**src/rtl/rf_access_ctrl.sv**
```systemverilog
// Valid/ready command front end for a single-port register file with a registered read response.
// Define RF_ACC_BURST_EN to honour req_len (multi-beat reads); otherwise every read is one beat.
module rf_access_ctrl #(
    parameter int unsigned DW    = 8,
    parameter int unsigned DEPTH = 256,
    parameter int unsigned AW    = $clog2(DEPTH),
    parameter int unsigned LW    = 4
) (
    input  logic          clk,
    input  logic          rst_n,
    input  logic          req_valid,
    output logic          req_ready,
    input  logic          req_write,
    input  logic [AW-1:0] req_addr,
    input  logic [DW-1:0] req_wdata,
    input  logic [LW-1:0] req_len,
    output logic          rsp_valid,
    input  logic          rsp_ready,
    output logic [DW-1:0] rsp_rdata,
    output logic          rsp_last,
    output logic          busy,
    output logic          rf_we,
    output logic [AW-1:0] rf_addr,
    output logic [DW-1:0] rf_din,
    input  logic [DW-1:0] rf_dout
);

    typedef enum logic {StIdle, StRd} state_e;

    state_e        state_q, state_d;
    logic [AW-1:0] cur_addr_q, cur_addr_d;
    logic          rsp_valid_q, rsp_valid_d;
    logic [DW-1:0] rsp_rdata_q, rsp_rdata_d;
    logic          rsp_last_q, rsp_last_d;
    logic          slot_free;
    logic          load;
    logic          last_beat;

`ifdef RF_ACC_BURST_EN
    logic [LW-1:0] remain_q, remain_d;

    assign last_beat = (remain_q == '0);

    always_ff @(posedge clk or negedge rst_n) begin
        if (!rst_n) begin
            remain_q <= '0;
        end else begin
            remain_q <= remain_d;
        end
    end

    always_comb begin
        remain_d = remain_q;
        if (state_q == StIdle && req_valid && !req_write) begin
            remain_d = req_len;
        end else if (load) begin
            remain_d = remain_q - LW'(1);
        end
    end
`else
    logic unused_req_len;

    assign unused_req_len = ^req_len;
    assign last_beat      = 1'b1;
`endif

    assign slot_free = !rsp_valid_q || rsp_ready;
    assign load      = (state_q == StRd) && slot_free;

    always_comb begin
        state_d     = state_q;
        cur_addr_d  = cur_addr_q;
        rsp_valid_d = rsp_valid_q;
        rsp_rdata_d = rsp_rdata_q;
        rsp_last_d  = rsp_last_q;
        unique case (state_q)
            StIdle: begin
                if (req_valid && !req_write) begin
                    cur_addr_d = req_addr;
                    state_d    = StRd;
                end
            end
            StRd: begin
                if (slot_free) begin
                    rsp_rdata_d = rf_dout;
                    rsp_valid_d = 1'b1;
                    rsp_last_d  = last_beat;
                    cur_addr_d  = cur_addr_q + AW'(1);
                    if (last_beat) begin
                        state_d = StIdle;
                    end
                end
            end
            default: state_d = StIdle;
        endcase
        // A consumed beat with nothing new behind it empties the slot.
        if (!load && rsp_ready) begin
            rsp_valid_d = 1'b0;
        end
    end

    always_ff @(posedge clk or negedge rst_n) begin
        if (!rst_n) begin
            state_q     <= StIdle;
            cur_addr_q  <= '0;
            rsp_valid_q <= 1'b0;
            rsp_rdata_q <= '0;
            rsp_last_q  <= 1'b0;
        end else begin
            state_q     <= state_d;
            cur_addr_q  <= cur_addr_d;
            rsp_valid_q <= rsp_valid_d;
            rsp_rdata_q <= rsp_rdata_d;
            rsp_last_q  <= rsp_last_d;
        end
    end

    assign req_ready = (state_q == StIdle);
    // Gated by rst_n so the file never sees a write strobe while reset is held.
    assign rf_we     = rst_n && (state_q == StIdle) && req_valid && req_write;
    assign rf_addr   = (state_q == StIdle) ? req_addr : cur_addr_q;
    assign rf_din    = req_wdata;
    assign busy      = (state_q == StRd) || rsp_valid_q;
    assign rsp_valid = rsp_valid_q;
    assign rsp_rdata = rsp_rdata_q;
    assign rsp_last  = rsp_last_q;

endmodule

```
**config.mk**
```make
export PLATFORM = sky130hd
export DESIGN_NAME = rf_access_ctrl
export DESIGN_NICKNAME = d
export VERILOG_FILES = /design/src/rtl/rf_access_ctrl.sv
export SDC_FILE = /design/constraint.sdc
export NUM_CORES = 1
export LEC_CHECK = 0
export BUFFER_PORTS_ARGS = -buffer_cell sky130_fd_sc_hd__buf_2
export CAP_MARGIN = 20
export CORE_ASPECT_RATIO = 1.5
export CORE_UTILIZATION = 43
export CTS_CLUSTER_SIZE = 30
export DETAILED_ROUTE_END_ITERATION = 8
export HOLD_SLACK_MARGIN = 0.08
export PLACE_DENSITY = 0.78
export SLEW_MARGIN = 10
export SYNTH_ARGS = -nofsm -noshare
export SYNTH_HDL_FRONTEND = slang
export SYNTH_SLANG_ARGS = --single-unit
```
**constraint.sdc**
```tcl
create_clock -name clk -period 1.7 [get_ports clk]
set_input_delay 0.34 -clock clk [delete_from_list [all_inputs] [get_ports clk]]
set_output_delay 0.34 -clock clk [all_outputs]
set_load 0.05 [all_outputs]
```
Yosys cells after proc, flatten, opt, wreduce, memory -nomap -nowiden
Cells that the tools add are included.

storage, ports and cells
  flip-flop bits (word level) = 19
  output and inout bits = 29
  input bits = 33
  logic and storage cells = 35

cells by class
  multiplexer cells = 10
  equality and inequality tests = 2
  add/subtract/negate cells = 1
  bitwise gates (word level) = 1
  reduce and logical (&&, ||, !) cells = 16

operator list
  kind                                                                      number
  8-bit 2-to-1 mux                                                          3
  8-bit case mux with 2 select lines                                        1
  8-bit by 1-bit adder with 8-bit output (second input constant)            1
  1-bit logical AND                                                         6
  2-bit AND reduction                                                       3
  1-bit 2-to-1 mux                                                          5
  2-bit by 1-bit inequality test with 1-bit output (second input constant)  2
  2-bit nonzero test                                                        2
  1-bit zero test                                                           3
  1-bit logical OR                                                          2
  1-bit case mux with 2 select lines                                        1
  1-bit NOT                                                                 1

Longest topological paths before layout
Gate-level depths: netlist (run 1).

  depth in word-level cells = 7
  depth in mapped cells = 6
  mapped depth without buffers = 5

Least setup slack after synthesis (run 1)
OpenSTA, ideal clock, no wires.

  kind = register to output
  start point = register state_q
  end point = output rf_addr[0]
  data required time = 1,360 ps
  buffers on the path = 3
  setup slack = -550 ps
  arrival = 1,910 ps
  stages on the path, launching flop included = 5
  cells stage by stage = dfrtp_1 -> buf_6 -> buf_4 -> buf_4 -> o21ai_0

on the way
  cells in the longest elaborated chain, start to end = 1

ends and longest elaborated chain
  item                    RTL line  source
  start, declared         30        state_e state_q, state_d;
  start signal, assigned  104       state_q <= StIdle;
  start signal, assigned  110       state_q <= state_d;
  8-bit 2-to-1 mux        121       assign rf_addr = (state_q == StIdle) ? req_addr : cur_addr_q;
  end, declared           23        output logic [AW-1:0] rf_addr,

Every way passes these cells.

Worst setup path in the final report (run 1)
  start point = register state_q
  end point = output rf_addr[4]

The elaborated chain is that of the path after synthesis.

==> impl_metrics.ini, run 1 <==
[outcome]
outcome = finished, violations left
violations = design-rule violations, negative setup slack

[floorplanning]
die_w_um = 43.4
initial_core_util = 0.451
die_area_mm2 = 0.00278
core-area_mm2 = 0.00245
die_y_um = 64.1
rows = 22
io-pin-count = 62

[timing]
final.setup.tns_ns = -0.195
slew_violations = 0
rsz0062_at_grt = true
finalSetupViolCount = 6
hold_viol = 0
fin_crit_sh = 1.02
setup_slack_ns = -0.0403
fin_crit_ns = 1.74
slew_headroom = 0.825
fmax_mhz = 575
fin_skew_ns = 0.00247
worst-slew-pin-transition_ns = 0.261

[placed_design]
place_hpwl_um = 1570
portBuffers = 41
globalplace.congestion = 0.800

[worst_setup_path]
cp_max_fo = 7
max_stage_delay_ns = 0.47
critPathCaptureType = output port
required_ns = 1.36
crit_path_cell_trace = buf_12 -> mux2_4 -> buf_8
crit_arrival_ns = 1.40
critPathKind = reg -> out
worstSetupStartpointType = flop
crit_path_top_delay_cell = dfrtp_2

[route]
wl_met3_um = 136
wl_met1_um = 963
drc = 10
drt_iter0_drc = 23
viasPerCell = 5.47
antenna_left = 0
wl_met2_um = 1250
firstDrtPassIters = 6
vias = 925
highest_layer = met4
drt_wl_total_um = 2420
wl_per_cell_um = 14.3

[worst_hold_path]
hold_path_class = in -> reg

[cells_and_area]
multi_input_area_um2 = 546
ff_latch_area_um2 = 477
n_antenna_cell = 0
final_nets = 180
area_growth_pct = 37.2
fill_cells = 204
drive_above_1_share = 0.538

[synth]
synth_edf_count = 0
syn-num-nets = 136
synth_area_leader_cell = dfrtp_1
syn_area_per_cell_um2 = 10.8
synthFlopType = dfrtp_1
ys_ff_latch = 19
synth-async-reset-ratio = 1.00
yosys_warnings = 0
post_synth_num_cell_types = 35
synth.area.top_cells = dfrtp_1 43%, mux2_2 13%, buf_4 6.8%
synth_top_area_share = 0.430
synthCells = 102
synth_area_mm2 = 0.00111
synth-seq-area-share = 0.430

[cts]
cts-htree-levels = 1
clock_latency_ns = 0.31
cts_buffer_depth = 2
cts_buffers = 3
cts_sinks = 19
clk_pin_slew_ns = 0.11
cts_tree = done
cts-root-buf = clkbuf_4

[global_routing]
grt_pass1_wl_um = 3590
antenna_found_initial = 0
grt_max_degree = 20
grt_usage = 0.176
gr-total-overflow = 0
grt_pass1_vias = 807

[power]
ir_worst_vdd_uv = 593
leakage_nw = 0.703
power.total_w = 0.00178
p_per_area_mw_per_mm2 = 1170

[run]
drv_cap = 0
-- sequential cells by signal, summed over array words and instances, names as in the netlist --
register and flops:
cur_addr_q 8, rsp_rdata 8, rsp_valid 1, state_q 1, rsp_last 1
-- cell families after synthesis --
logic type      after synthesis  synth area share
flops                        19             0.430
buf+inv                      15            0.0984
xor+xnor                      2            0.0158
mux                          15             0.155
simple gates                 30             0.171
compound gates               20             0.119
fa+ha+maj                     1            0.0113
-- metrics by stage --
| stage | util | hold WS [ns] | instance area (um^2) | setup slack (ns) | std cells |
|---|---|---|---|---|---|
| floorplan | - | 0.0444 | 1110 | -0.168 | 102 |
| global placement | 0.523 | 0.340 | 1280 | 0.193 | 158 |
| detailed placement | 0.523 | 0.348 | 1280 | 0.193 | 158 |
| CTS | 0.582 | 0.252 | 1430 | -0.0442 | 166 |
| global route | 0.620 | 0.243 | 1520 | -0.0834 | 169 |
| finish | 0.620 | 0.254 | 1520 | -0.0403 | 169 |
-- where the power goes --
group,switching (W),internal [W],total [W]
sequential,0.000108,0.000563,0.000671
combinational,0.000531,0.000340,0.000871
clock,0.000148,0.0000918,0.000240
-- critical path, delay by kind of cell, from the launching register on --
kind / cells / cell delay (ns)
buf+inv: 2 / 0.31
flops: 1 / 0.47
mux: 1 / 0.31
-- routing by layer --
metal | vias up | GRT usage
li1 | 443 | -
met1 | 440 | 0.201
met2 | 35 | 0.290
met3 | 7 | 0.0311
met4 | 0 | 0.121
met5 | - | 0
-- layout make-up --
cell class,count,area share
Tap cell,24,0.0198
Clock buffer,4,0.0173
Timing Repair Buffer,51,0.274
Sequential cell,19,0.314
Inverter,3,0.0157
Multi-Input combinational cell,68,0.359
-- cells in the final DEF, fill, tap and decap left out, types with 2 or more instances in the layout --
master,instances
a31oi_1,2
nand2b_1,4
mux2_2,11
buf_2,31
mux2_4,3
nand4_1,2
buf_8,5
buf_4,7
o21ai_0,5
and2_1,2
clkbuf_4,3
a211oi_1,2
a21oi_1,4
dfrtp_1,18
buf_6,4
inv_1,2
nand2_1,8
nor3_1,2
-- final timing paths --
| check | from | endpoint | slack, ns | depth (start not counted) |
|---|---|---|---|---|
| hold / removal | rf_dout[1] | rsp_rdata[1] | 0.25 | 2 |
| hold reg to reg | rsp_last | rsp_last | 0.47 | 1 |
| min in group asynchronous | rst_n | rsp_rdata[4] | 0.55 | 3 |
| max in group asynchronous | rst_n | state_q | 0.93 | 3 |
| setup reg to reg | state_q | cur_addr_q[4] | 0.10 | 5 |
| setup / recovery | state_q | rf_addr[4] | -0.04 | 3 |
-- synthesized netlist by cell type, drive strengths merged, types with 2 or more instances --
cell type / number
o21ai: 8
and4: 2
mux2: 14
or2: 2
a211oi: 2
inv: 3
dfrtp: 19
and2: 2
nand2b: 4
nand2: 9
nand4: 2
a31oi: 2
buf: 12
nor3: 2
a21oi: 4
nand3b: 2
-- what timing repair did --
item / CTS / global route
cloned: 1 / 1
setup endpoints to repair: 10 / 12
hold buffers: 1 / 0
pin swaps: 0 / 1
buffers inserted: 2 / 2
resized for setup: 19 / 18
endpoints found under the hold margin: 19 / 0
(Power assumes the default switching activity.)
==> run 2, diff against run 1 <==
--- a/config.mk
+++ b/config.mk
@@ -8,11 +8,11 @@
 export BUFFER_PORTS_ARGS = -buffer_cell sky130_fd_sc_hd__buf_2
 export CAP_MARGIN = 20
 export CORE_ASPECT_RATIO = 1.5
-export CORE_UTILIZATION = 43
+export CORE_UTILIZATION = 40
 export CTS_CLUSTER_SIZE = 30
 export DETAILED_ROUTE_END_ITERATION = 8
 export HOLD_SLACK_MARGIN = 0.08
-export PLACE_DENSITY = 0.78
+export PLACE_DENSITY = 0.73
 export SLEW_MARGIN = 10
 export SYNTH_ARGS = -nofsm -noshare
 export SYNTH_HDL_FRONTEND = slang
==> impl_metrics.ini, run 2 (same netlist as run 1, synthesis figures left out) <==
[cts]
cts_tree = done
cts_buffers = 3
clock_latency_ns = 0.26
cts_sinks = 19
cts-root-buf = clkbuf_8
clk_pin_slew_ns = 0.07
cts_buffer_depth = 2
cts-htree-levels = 1

[placed_design]
place_area_mm2 = 0.00130
place_hpwl_um = 1640
portBuffers = 41
globalplace.congestion = 0.756
post-place-ws_ns = 0.193
post-place-cells = 171

[route]
drt_iter0_drc = 21
wl_per_cell_um = 13.3
drt_wl_total_um = 2400
antenna_left = 0
vias = 911
firstDrtPassIters = 4
drc = 0
viasPerCell = 5.06

[worst_hold_path]
hold_path_class = in -> reg
hold_depth = 2
holdPathEnd = rsp_rdata[0]
min_from = rf_dout[0]

[power]
ir_worst_vdd_uv = 476
leakage_nw = 0.677
p_per_area_mw_per_mm2 = 1230
power.total_w = 0.00181

[worst_setup_path]
reg2reg_slack_ns = 0.18
critPathCaptureType = output port
max_stage_delay_ns = 0.45
crit_arrival_ns = 1.34
r2r-start = state_q
crit_path_top_delay_cell = dfrtp_2
cp_max_fo = 4
worstSetupStartpointType = flop
crit_path_cell_trace = buf_4 -> or2_2 -> buf_2
critPathKind = reg -> out
r2r_end = rsp_rdata[2]
required_ns = 1.36
r2r_cells = 4

[outcome]
outcome = finished clean

[timing]
hold_ws_ns = 0.310
fin_crit_ns = 1.68
rsz0062_at_grt = true
finalSetupViolCount = 0
slew_headroom = 0.797
fin_skew_ns = 0.00498
hold_viol = 0
setup_slack_ns = 0.0188
fmax_mhz = 595
slew_violations = 0
fin_crit_sh = 0.989
worst-slew-pin-transition_ns = 0.305

[cells_and_area]
final_nets = 178
fill_cells = 249
final_cell_mix = 34 x buf_2, 18 x dfrtp_1, 13 x mux2_2, 8 x nand2_1, 6 x buf_6
final_common_cell = buf_2
fin_cells = 180
area_growth_pct = 33.3
design_area_mm2 = 0.00147
drive_above_1_share = 0.524
n_antenna_cell = 0

[global_routing]
grtUsageMet2 = 0.277
grt_max_degree = 20
met1_usage = 0.194
gr-total-overflow = 0
use_met3 = 0.0328
grt_pass1_vias = 816
antenna_found_initial = 0
grt_pass1_wl_um = 3590
top_usage_layer = met2
grt_usage = 0.165

[floorplanning]
initial_core_util = 0.418
io-pin-count = 62
die_w_um = 44.9
die_area_mm2 = 0.00298
die_y_um = 66.4
core-area_mm2 = 0.00265
rows = 23

[run]
drv_cap = 0
==> run 2: changes by cell type in the layout (fill, tap and decap cells not counted), moves of 2 or more <==
| cell | before | now |
|---|---|---|
| mux2_2 | 11 | 13 |
| buf_6 | 4 | 6 |
| buf_4 | 7 | 4 |
| buf_8 | 5 | 1 |
| mux2_4 | 3 | 1 |
| clkbuf_4 | 3 | 0 |
| clkbuf_8 | 0 | 3 |
| buf_2 | 31 | 34 |
==> run 2: worst max-delay path by stage <==
stage | startpoint | end | slack, ns | depth (start not counted)
2_1_floorplan | state_q | rf_addr[0] | -0.17 | 4
4_1_cts | state_q | rf_addr[3] | 0.0009 | 3
6_report | state_q | busy | 0.02 | 3
3_3_place_gp | state_q | rf_addr[5] | 0.19 | 3
5_1_grt | state_q | busy | -0.01 | 3
3_5_place_dp | state_q | rf_addr[5] | 0.19 | 3
==> run 2: metal layers <==
metal	wire length, um	share of wire
met1	1030	0.43
met2	1160	0.48
met3	162	0.068
met4	43	0.018
met5	0	0
==> run 2: what timing repair did <==
item                                   4_1_cts  5_1_grt
hold buffers                                 1        0
cloned                                       1        1
gates resized for setup                      6       13
endpoints found under the hold margin       19        0
setup buffers                                2        0
setup endpoints to repair                    6        5
==> run 2: through the flow <==
step | setup TNS (ns) | util
finish | 0 | 0.557
global route | -0.0107 | 0.557
CTS | 0 | 0.535
detailed placement | 0 | 0.490
global placement | 0 | 0.490
floorplan | -0.383 | -
==> run 2: area by class of cell <==
cell class | instances | area (um^2) | share of cell area
inverters | 3 | 11.3 | 0.00764
flip-flops and latches | 19 | 477 | 0.323
well taps | 37 | 46.3 | 0.0314
clock buffers | 4 | 45.0 | 0.0306
multi-input cells | 68 | 524 | 0.356
repair buffers | 49 | 370 | 0.251
==> run 2: power by group <==
part           switching, W  internal, W
logic              0.000520     0.000301
clock network      0.000149     0.000167
registers          0.000105     0.000564
==> run 2: worst max-delay path, delay by kind of cell (launching register included) <==
family / cells / cell delay, ns
flip-flops: 1 / 0.45
AND/OR/NAND/NOR: 1 / 0.27
buffers and inverters: 2 / 0.36
